--- config.mk ---
export PLATFORM = sky130hd
export DESIGN_NAME = intc_seq
export DESIGN_NICKNAME = d
export VERILOG_FILES = /design/src/rtl/intc_seq.sv
export SDC_FILE = /design/constraint.sdc
export NUM_CORES = 1
export LEC_CHECK = 0
export ABC_CLOCK_PERIOD_IN_PS = 2200
export CAP_MARGIN = 10
export CORE_ASPECT_RATIO = 1.25
export CORE_MARGIN = 1
export CORE_UTILIZATION = 33
export CTS_BUF_LIST = sky130_fd_sc_hd__clkbuf_16
export CTS_CLUSTER_DIAMETER = 60
export CTS_CLUSTER_SIZE = 24
export DETAILED_ROUTE_END_ITERATION = 7
export PLACE_DENSITY = 0.83
export SLEW_MARGIN = 10
export SYNTH_ARGS = -nofsm -noshare
export SYNTH_HDL_FRONTEND = slang
export SYNTH_SLANG_ARGS = --single-unit
--- constraint.sdc ---
create_clock -name clk -period 2.2 [get_ports clk]
set_input_delay 0.44 -clock clk [delete_from_list [all_inputs] [get_ports clk]]
set_output_delay 0.44 -clock clk [all_outputs]
set_load 0.01 [all_outputs]
--- src/rtl/intc_seq.sv ---
// Interrupt sequencer: latches sources, masks, picks lowest index, handshakes with CP0.
// Build option INTC_LEVEL_EN selects level-sensitive sources instead of rising-edge latching.
module intc_seq #(
    parameter int unsigned NSRC      = 6,
    parameter logic [31:0] BASE_ADDR = 32'h0000_7F20
) (
    input  logic            clk,
    input  logic            reset,
    input  logic [NSRC-1:0] irq_src,
    input  logic [31:0]     addr,
    input  logic            we,
    input  logic [31:0]     wdata,
    output logic [31:0]     rdata,
    input  logic            int_take,
    output logic            int_req,
    output logic [5:0]      hw_int
);

    typedef enum logic [1:0] {StIdle, StAssert, StService} state_e;

    state_e          state_q;
    logic [2:0]      sel_q;
    logic [NSRC-1:0] pend_q;
    logic [NSRC-1:0] mask_q;

    logic       hit;
    logic [1:0] reg_idx;
    logic       wr_ack;
    logic       wr_mask;
    logic       wr_pend;
    logic       ack_fire;

    assign hit      = (addr[31:4] == BASE_ADDR[31:4]);
    assign reg_idx  = addr[3:2];
    assign wr_ack   = we && hit && (reg_idx == 2'd0);
    assign wr_mask  = we && hit && (reg_idx == 2'd1);
    assign wr_pend  = we && hit && (reg_idx == 2'd2);
    assign ack_fire = wr_ack && (state_q == StService);

    // Padded copies so a 3-bit sel can index them for any legal NSRC.
    logic [7:0] pend8;
    logic [7:0] mask8;
    logic [7:0] sel_oh8;
    assign pend8   = 8'(pend_q);
    assign mask8   = 8'(mask_q);
    assign sel_oh8 = 8'd1 << sel_q;

    logic [NSRC-1:0] active;
    logic [2:0]      first_idx;
    assign active = pend_q & mask_q;

    always_comb begin
        first_idx = 3'd0;
        for (int i = NSRC - 1; i >= 0; i--) begin
            if (active[i]) first_idx = 3'(i);
        end
    end

`ifdef INTC_LEVEL_EN
    logic unused_bits;
    assign unused_bits = ^{addr[1:0], wdata[31:NSRC], wr_pend, ack_fire, sel_oh8};

    always_ff @(posedge clk or posedge reset) begin
        if (reset) begin
            pend_q <= '0;
        end else begin
            pend_q <= irq_src;
        end
    end
`else
    logic [NSRC-1:0] prev_q;
    logic [NSRC-1:0] pend_set;
    logic [NSRC-1:0] pend_clr;
    logic            unused_bits;

    assign unused_bits = ^{addr[1:0], wdata[31:NSRC], sel_oh8[7:NSRC]};
    assign pend_set    = irq_src & ~prev_q;
    assign pend_clr    = (wr_pend ? wdata[NSRC-1:0] : '0)
                       | (ack_fire ? sel_oh8[NSRC-1:0] : '0);

    // A new rise wins over an ACK or W1C clear on the same edge.
    always_ff @(posedge clk or posedge reset) begin
        if (reset) begin
            prev_q <= '0;
            pend_q <= '0;
        end else begin
            prev_q <= irq_src;
            pend_q <= (pend_q & ~pend_clr) | pend_set;
        end
    end
`endif

    always_ff @(posedge clk or posedge reset) begin
        if (reset) begin
            mask_q <= '1;
        end else if (wr_mask) begin
            mask_q <= wdata[NSRC-1:0];
        end
    end

    always_ff @(posedge clk or posedge reset) begin
        if (reset) begin
            state_q <= StIdle;
            sel_q   <= 3'd0;
            int_req <= 1'b0;
            hw_int  <= 6'd0;
        end else begin
            case (state_q)
                StIdle: begin
                    if (|active) begin
                        state_q <= StAssert;
                        sel_q   <= first_idx;
                        int_req <= 1'b1;
                        hw_int  <= 6'(8'd1 << first_idx);
                    end
                end
                StAssert: begin
                    // Take beats withdrawal when both happen on the same edge.
                    if (int_take) begin
                        state_q <= StService;
                        int_req <= 1'b0;
                        hw_int  <= 6'd0;
                    end else if (!mask8[sel_q] || !pend8[sel_q]) begin
                        state_q <= StIdle;
                        sel_q   <= 3'd0;
                        int_req <= 1'b0;
                        hw_int  <= 6'd0;
                    end
                end
                StService: begin
                    if (wr_ack) begin
                        state_q <= StIdle;
                        sel_q   <= 3'd0;
                    end
                end
                default: begin
                    state_q <= StIdle;
                    sel_q   <= 3'd0;
                    int_req <= 1'b0;
                    hw_int  <= 6'd0;
                end
            endcase
        end
    end

    always_comb begin
        rdata = 32'd0;
        if (hit) begin
            case (reg_idx)
                2'd1:    rdata = 32'(mask_q);
                2'd2:    rdata = 32'(pend_q);
                2'd3:    rdata = {(state_q == StService), 28'd0, sel_q};
                default: rdata = 32'd0;
            endcase
        end
    end

endmodule

======== Word-level counts from Yosys, hierarchy flattened ========
Cells that the tools add are included.
operators by class
  order comparisons ....................... 1
  eq/ne operators ......................... 11
  shifts and indexed selects .............. 2
  mux-type cells .......................... 32
  bitwise logic cells ..................... 8
  reduce and logical (&&, ||, !) cells .... 14
operators with widths
  operator                                                                  number
  32-bit case mux with 3 select lines                                       1
  32-bit two-way mux                                                        1
  3-bit two-way mux                                                         10
  6-bit two-way mux                                                         5
  28-bit by 11-bit equality test with 1-bit output (second input constant)  1
  6-bit AND                                                                 3
  6-bit case mux with 3 select lines                                        1
  6-bit inverter                                                            2
  6-bit bitwise OR                                                          2
  1-bit by 3-bit left shift with 6-bit output (first input constant)        2
  3-bit case mux with 3 select lines                                        1
  2-bit two-way mux                                                         4
  2-bit inequality test (second input constant)                             4
  1-bit binary-select mux with 3-bit select                                 2
  2-bit equality test (second input constant)                               3
  2-bit case mux with 3 select lines                                        1
  3-bit AND reduction                                                       2
  6-bit OR reduction                                                        1
  1-bit logical AND                                                         5
  1-bit two-way mux                                                         5
  2-bit by 1-bit equality test with 1-bit output (second input constant)    2
  2-bit logical NOT                                                         2
  3-bit by 4-bit < comparator with 1-bit output (second input constant)     1
  4-bit AND reduction                                                       1
  other kinds (5)                                                           6
word-level totals
  register bits after elaboration ......... 30
  output and inout port bits .............. 39

======== Depth between registers and ports, before layout ========
Gate-level depths: netlist of the first run.
  depth in word-level cells ............... 10
  mapped depth ............................ 6

======== Least setup slack after synthesis of the first run ========
OpenSTA, ideal clock, no wires.
  path type ............................... input to output
  from .................................... input port addr[17]
  to ...................................... output port rdata[0]
  arrival ................................. 1.493 ns
  path slack .............................. 0.267 ns
  cell stages on the path ................. 5
  path buffers ............................ 1
  cells stage by stage .................... nor4b_2 > nand4_2 > or2_1 > buf_6 > nor2_1
between the ends
  longest elaborated chain between the ends .. 2
RTL lines
  what                                              line  RTL
  from (decl)                                       10    input logic [31:0] addr,
  28-bit by 11-bit equality test with 1-bit output  33    assign hit = (addr[31:4] == BASE_ADDR[31:4]);
  32-bit two-way mux                                148   if (hit) begin
  to (decl)                                         13    output logic [31:0] rdata,
Every way passes these cells.

======== Worst setup path after layout of the first run ========
  from .................................... input port addr[15]
  to ...................................... output port rdata[4]
Same word-level chain as after synthesis.

==> results of run 1 <==
-- logic make-up (layout without fill, tap and decap cells) --
| family | after synthesis | count (layout) | synth area share |
|---|---|---|---|
| and+or+nand+nor | 70 | 70 | 0.235 |
| DFF | 30 | 30 | 0.405 |
| other | 1 | 25 | 0.00200 |
| buffers and inverters | 38 | 95 | 0.131 |
| AOI/OAI and AO/OA | 44 | 44 | 0.173 |
| muxes | 9 | 9 | 0.0541 |
-- Yosys cell counts, drive strengths merged, types with 2 or more instances --
cell / number / area, µm²
buf: 27 / 204
dfrtp: 24 / 601
nand2: 20 / 75.1
nor2: 12 / 61.3
o21ai: 12 / 60.1
a22oi: 10 / 75.1
mux2: 9 / 101
a22o: 8 / 70.1
inv: 8 / 30.0
nor2b: 8 / 50.1
dfstp: 6 / 158
nand3: 5 / 25.0
nand4b: 4 / 35.0
nor4: 4 / 40.0
a32o: 3 / 30.0
clkbuf: 3 / 11.3
nor3: 3 / 20.0
a32oi: 2 / 17.5
and4bb: 2 / 25.0
nand3b: 2 / 15.0
nand4: 2 / 18.8
nand4bb: 2 / 22.5
or2: 2 / 12.5
-- critical path: cells and delay by family --
kind	cells	cell delay, ns
buffers and inverters	3	0.52
and+or+nand+nor	4	0.76
-- cell type report --
type / count / area share
well taps: 64 / 0.0293
flip-flops and latches: 30 / 0.278
clock buffers: 5 / 0.0458
repair buffers: 79 / 0.257
multi-input cells: 148 / 0.375
clock inverters: 3 / 0.00458
inverters: 8 / 0.0110
-- metal layers --
metal  vias to the layer above  wire length, µm  track usage
li1                        810                -            -
met1                       826             1910        0.198
met2                        62             2630        0.298
met3                         8              195       0.0360
met4                         0               81       0.0631
met5                         -                0            0
-- worst min-delay path by stage --
stage	cells after the start	endpoint	start	slack, ns
2_1_floorplan	0	prev_q[0]	irq_src[0]	0.47
3_3_place_gp	2	int_req	int_req	0.47
3_5_place_dp	2	hw_int[5]	hw_int[5]	0.47
4_1_cts	2	hw_int[5]	hw_int[5]	0.48
5_1_grt	2	hw_int[5]	hw_int[5]	0.51
6_report	2	hw_int[5]	hw_int[5]	0.47
-- power by group --
group          switching [µW]  total [µW]  internal [µW]
registers                8.83         584            575
logic                    97.4         208            110
clock network             220         626            407
total                     326        1420           1090
-- repair_timing --
action	CTS	global route
cloned	0	0
setup buffers	4	2
pin swaps	19	13
setup endpoints to repair	7	14
gates resized for setup	70	23
-- cell usage in the layout, fill, tap and decap left out, drive strengths merged, types with 2 or more instances in the layout --
master         count
a22oi             10
mux2               9
dfstp              6
nor4               4
o21ai             12
inv                9
nor2b              8
nor3               3
nor2              12
dfrtp             24
clkdlybuf4s50     23
buf               27
nand4bb            2
clkbuf             8
a32o               3
dlygate4sd2       17
clkinv             2
nand3b             2
and4bb             2
or2                2
a22o               8
conb              25
clkdlybuf4s15      9
a32oi              2
nand4b             4
nand3              5
nand4              2
nand2             20
-- sequential cells by signal (all words and copies together), names as in the netlist --
signal and cells:
hw_int 6, int_req 1, mask_q 6, pend_q 6
prev_q 6, sel_q 3, state_q 2
-- metrics by stage --
stage                     instances  hold WS (ns)
final                           337         0.473
after global routing            337         0.508
after CTS                       335         0.481
after detailed placement        324         0.471
after global placement          324         0.466
after floorplan                 216         0.471
==> implementation parameters, run 1 <==
Parameter                              Value

Timing
  Worst clock skew ... roughly 0.0061 ns
  Final hold violation count ... 0
  Highest clock frequency the design can meet ... 0.460 GHz
  Fin crit share ... 0.988
  Fin crit period ... 2.17 ns
  Total Neg Setup Slack ... 0 ns
  Final worst setup slack ... ~0.026 ns
  Number of pins with negative max-slew slack in the final report ... 0
  Count of endpoints failing setup in the final report ... 0

Placement
  Placed cell area ... 2530 µm²
  Detailed placement HPWL ... 3.74 mm
  Setup slack at placement ... -0.697 ns
  Buffers on Ports ... between 50 and 60
  GPL Wtd Cong ... 0.868

Setup path
  Critical R2R Launch ... state_q[0]
  Cell-by-cell listing of the critical path ... dlygate4sd2_1 -> and4bb_2 -> nand4_2 -> or2_4 -> buf_12 -> nor2_1 -> buf_2
  Type of element capturing the critical path ... output port
  Number of cells on the worst reg-to-reg path ... 5
  Setup crit end ... rdata[4]
  Capturing point of the worst reg2reg path ... pend_q[5]
  Delay of the slowest critical-path stage ... 0.29 ns
  Cell at the slowest stage of the critical path ... sky130_fd_sc_hd__and4bb_2
  Data arrival time of the worst path ... 1.73 ns
  Critical Path Start ... addr[15]
  Kind of critical path ... input pin to output port
  Setup slack of the worst register-to-register path ... between 0.5 and 0.6 ns
  Critical Path Start Type ... input pin
  Data required time of the critical path ... 1.76 ns
  Maximum fanout encountered on the critical timing path ... 7

Die
  Die area ... around 6000 µm²
  Placeable core region ... around 5400 µm²
  IO Pins ... 113
  Chip Width ... between 60 and 70 µm
  Die boundary height ... 86.2 µm
  Number of placement rows ... 30
  Effective utilization at floorplan ... 0.344

Cells and area
  Multi-input gate area in the final layout ... 1020 µm²
  Area Overhead vs Synth ... 45.9%
  N_diodes ... 0
  Core utilization of the finished layout ... 0.502
  Area taken by flip-flops and latches ... 758 µm²
  Fill cells ... 509
  Number of nets in the layout ... around 350
  Share of layout cells above drive strength 1 ... 0.253
  Finished Cell Area ... 2730 µm²

Synth
  Post-synthesis average cell area ... 9.75 µm²
  Asr flop ratio synth ... 1.00
  Number of storage elements in the synthesis netlist ... 30
  Yosys cell types ... 45
  Sequential fraction of the synthesis area ... 0.405
  Netlist Area Pre-Place ... 1870 µm²
  Synth Warn # ... 0
  Number of enable-type register cells in the synthesized netlist ... 0
  Synthesized instance count ... 192
  Primary FF master, synth ... sky130_fd_sc_hd__dfrtp_1

Clock network
  Clock transition at the registers of the reported paths ... ~0.05 ns
  H-Tree Level Count ... 2
  Insertion delay of the later-clocked pin in the worst-skew pair ... 0.27 ns
  Clock Root Buffer ... sky130_fd_sc_hd__clkbuf_16
  Cts hold-fix bufs ... 0
  Deepest clock path buffer count ... 2
  TritonCTS clock tree ... done
  TritonCTS sink count ... 30
  Inserted Clock Buffers ... 5

Route
  Detailed-route via count ... roughly 1700
  Initial detailed-routing violation count ... 59
  Routed vias/inst ... 5.06
  Detailed-router iteration count before antenna repair ... 4
  Post-Route WL ... 4.81 mm
  DRC viols ... 0
  Number of routed nets with antenna violations ... 0
  Avg WL per Cell ... ~14 µm

Status
  Run status ... complete, no violations

GRT
  GRT Total Usage ... 0.168
  Antenna violations before repair ... 0
  Leftover overflow at the end of global routing ... 0
  Global-route wire length before repair ... 7.96 mm
  Pin count of the biggest net entering global routing ... 31
  Number of global-route vias before repair ... 1653

Power and ir drop
  Peak ir drop on the vdd network ... 277 µV
  Power consumption ... 1420 µW
  Standby leakage power ... 0.00119 µW
  Pwr dens ... 519 nW/µm²

Hold path
  Type of the worst min-delay path ... register to register

Flow run
  Max-cap violation count ... 0
Note: power is estimated with default switching activity, not from simulation.
==> run 2, diff against run 1 <==
--- a/config.mk
+++ b/config.mk
@@ -8,7 +8,7 @@
 export ABC_CLOCK_PERIOD_IN_PS = 2200
 export CAP_MARGIN = 10
 export CORE_ASPECT_RATIO = 1.25
-export CORE_MARGIN = 1
+export CORE_MARGIN = 2
 export CORE_UTILIZATION = 33
 export CTS_BUF_LIST = sky130_fd_sc_hd__clkbuf_16
 export CTS_CLUSTER_DIAMETER = 60
==> run 2 against run 1 <==
Register-to-register slack worse by 0.04 ns; sequential share of layout area fell by 0.18 points; largest cell class unchanged; worst hold slack better by 0.0030 ns; wire length is 8.5% higher; global-route usage shrank 0.28 points; clock power is 3% higher; critical endpoint is now rdata[1]; maximum frequency is 0.22% higher; first-iteration DRC count grew 130%; clock skew decreased by 0.0039 ns.
==> implementation parameters, run 2 (synthesis results as in run 1) <==
Parameter                              Value

GRT
  Global-route wire length before repair ... 8.14 mm (was 7.96 mm)
  Antenna violations before repair ... 0 (unchanged)
  GRT Total Usage ... 0.165 (was 0.168)
  Pin count of the biggest net entering global routing ... 31 (unchanged)
  Number of global-route vias before repair ... 1739 (was 1653)
  Leftover overflow at the end of global routing ... 0 (unchanged)

Setup path
  Data arrival time of the worst path ... 1.73 ns (about the same)
  Number of cells on the worst reg-to-reg path ... 6 (was 5)
  Data required time of the critical path ... 1.76 ns (about the same)
  Type of element capturing the critical path ... output port (unchanged)
  Critical Path Start Type ... input pin (unchanged)
  Maximum fanout encountered on the critical timing path ... 8 (was 7)
  Kind of critical path ... input pin to output port (unchanged)

Die
  Die boundary height ... 88.2 µm (was 86.2 µm)
  IO Pins ... 113 (unchanged)
  Die area ... 6290 µm² (was 5980 µm²)
  Number of placement rows ... 30 (unchanged)
  Effective utilization at floorplan ... 0.344 (unchanged)
  Placeable core region ... 5440 µm² (unchanged)
  Chip Width ... 71.4 µm (was 69.4 µm)

Timing
  Fin crit period ... 2.17 ns (about the same)
  Worst clock skew ... 0.00218 ns (was 0.00611 ns)
  Number of pins with negative max-slew slack in the final report ... 0 (unchanged)
  Final worst setup slack ... 0.0309 ns (was 0.0262 ns)
  Final hold violation count ... 0 (unchanged)
  Highest clock frequency the design can meet ... 0.461 GHz (was 0.460 GHz)
  Setup repair after global routing missed its margin ... yes
  Count of endpoints failing setup in the final report ... 0 (unchanged)
  Fin crit share ... 0.986 (was 0.988)

Status
  Run status ... complete, no violations (unchanged)

Clock network
  Insertion delay of the later-clocked pin in the worst-skew pair ... 0.27 ns (about the same)
  TritonCTS sink count ... 30 (unchanged)
  Inserted Clock Buffers ... 5 (unchanged)
  Clock transition at the registers of the reported paths ... 0.05 ns (about the same)
  H-Tree Level Count ... 2 (unchanged)
  Clock Root Buffer ... sky130_fd_sc_hd__clkbuf_16 (unchanged)
  TritonCTS clock tree ... done (unchanged)
  Deepest clock path buffer count ... 2 (unchanged)
  Cts hold-fix bufs ... 0 (unchanged)

Placement
  Setup slack at placement ... -0.733 ns (was -0.697 ns)
  Buffers on Ports ... 59 (unchanged)
  GPL Wtd Cong ... 0.858 (was 0.868)
  Detailed placement HPWL ... 3.79 mm (was 3.74 mm)

Cells and area
  Number of nets in the layout ... 343 (was 346)
  Most common library cell in the layout ignoring fill and taps ... sky130_fd_sc_hd__dlygate4sd2_1 (was sky130_fd_sc_hd__conb_1)
  Share of layout cells above drive strength 1 ... 0.252 (was 0.253)
  Area Overhead vs Synth ... 46.8% (was 45.9%)
  N_diodes ... 0 (unchanged)
  Core utilization of the finished layout ... 0.505 (was 0.502)
  Highest-count cells in the layout ignoring fill and taps ... sky130_fd_sc_hd__dlygate4sd2_1, sky130_fd_sc_hd__conb_1, sky130_fd_sc_hd__dfrtp_1, sky130_fd_sc_hd__clkdlybuf4s50_1, sky130_fd_sc_hd__nand2_1 (was sky130_fd_sc_hd__conb_1, sky130_fd_sc_hd__dfrtp_1, sky130_fd_sc_hd__clkdlybuf4s50_1, sky130_fd_sc_hd__nand2_1, sky130_fd_sc_hd__buf_4)

Route
  Initial detailed-routing violation count ... 134 (was 59)
  Detailed-router iteration count before antenna repair ... 4 (unchanged)
  Number of routed nets with antenna violations ... 0 (unchanged)
  Detailed-route via count ... 1716 (was 1706)
  DRC viols ... 0 (unchanged)
  Avg WL per Cell ... 15.6 µm (was 14.3 µm)
  Routed vias/inst ... 5.14 (was 5.06)
  Post-Route WL ... 5.22 mm (was 4.81 mm)

Flow run
  Max-cap violation count ... 0 (unchanged)

Power and ir drop
  Standby leakage power ... 0.00119 µW (about the same)
  Peak ir drop on the vdd network ... 300 µV (was 277 µV)
  Pwr dens ... 524 nW/µm² (was 519 nW/µm²)
  Power consumption ... 1440 µW (was 1420 µW)

Hold path
  Type of the worst min-delay path ... register to register (unchanged)
  WHS Path Cells ... 2 (unchanged)
-- run 2: cell types whose count changed in the layout (fill, tap and decap cells not counted), sizes merged --
| cell | previous run | this run |
|---|---|---|
| dlygate4sd2 | 17 | 26 |
| clkdlybuf4s15 | 9 | 1 |
| buf | 27 | 24 |
| clkbuf | 8 | 5 |
| dlymetal6s2s | 0 | 2 |
| clkinvlp | 0 | 1 |
| inv | 9 | 8 |
-- run 2: final cells by class --
class                   instances  area (µm²)
clock buffers                   5         125
fillers                       515        2700
multi-input cells             148        1050
flip-flops and latches         30         758
well taps                      64        80.1
repair buffers                 76         687
inverters                       8        30.0
clock inverters                 3        16.3
-- run 2: stage by stage --
step,instance area [µm²],setup TNS [ns],hold WS (ns),instances
finish,2750,0,0.476,334
global route,2750,-0.0365,0.507,334
CTS,2670,0,0.483,334
detailed placement,2520,-7.28,0.472,323
global placement,2520,-6.44,0.468,323
floorplan,1960,0,0.471,216
-- run 2: routing by layer --
metal,global-route usage,up-vias,wire [µm]
li1,-,799,-
met5,0,-,0
met3,0.0391,12,311
met1,0.187,835,1930
met4,0.0377,0,104
met2,0.311,70,2880
-- run 2: path summary, 6_finish.rpt --
path,slack (ns),to,start
setup / recovery,0.03,rdata[1],addr[16]
max in group asynchronous,1.34,mask_q[5],reset
min in group asynchronous,0.54,hw_int[1],reset
setup reg to reg,0.47,hw_int[1],sel_q[0]
hold / removal,0.48,hw_int[4],hw_int[4]
hold reg to reg,0.48,hw_int[4],hw_int[4]
-- run 2: timing repair --
| item | in CTS | in global routing |
|---|---|---|
| pin swaps | 14 | 6 |
| buffers inserted | 3 | 0 |
| setup endpoints to repair | 7 | 11 |
| resized for setup | 67 | 17 |
-- run 2: critical path, cell delays in order --
cell	delay [ns]
sky130_fd_sc_hd__dlygate4sd2_1	0.26
sky130_fd_sc_hd__nor4b_4	0.29
sky130_fd_sc_hd__nand4_2	0.12
sky130_fd_sc_hd__or2_4	0.36
sky130_fd_sc_hd__nor2_4	0.15
sky130_fd_sc_hd__buf_6	0.11
-- run 2: report_power, final --
group	internal, µW	switching, µW	leakage [µW]
Combinational	112	101	0.000784
Clock	412	232	0.0000672
Sequential	575	8.78	0.000344
Total	1100	342	0.00119
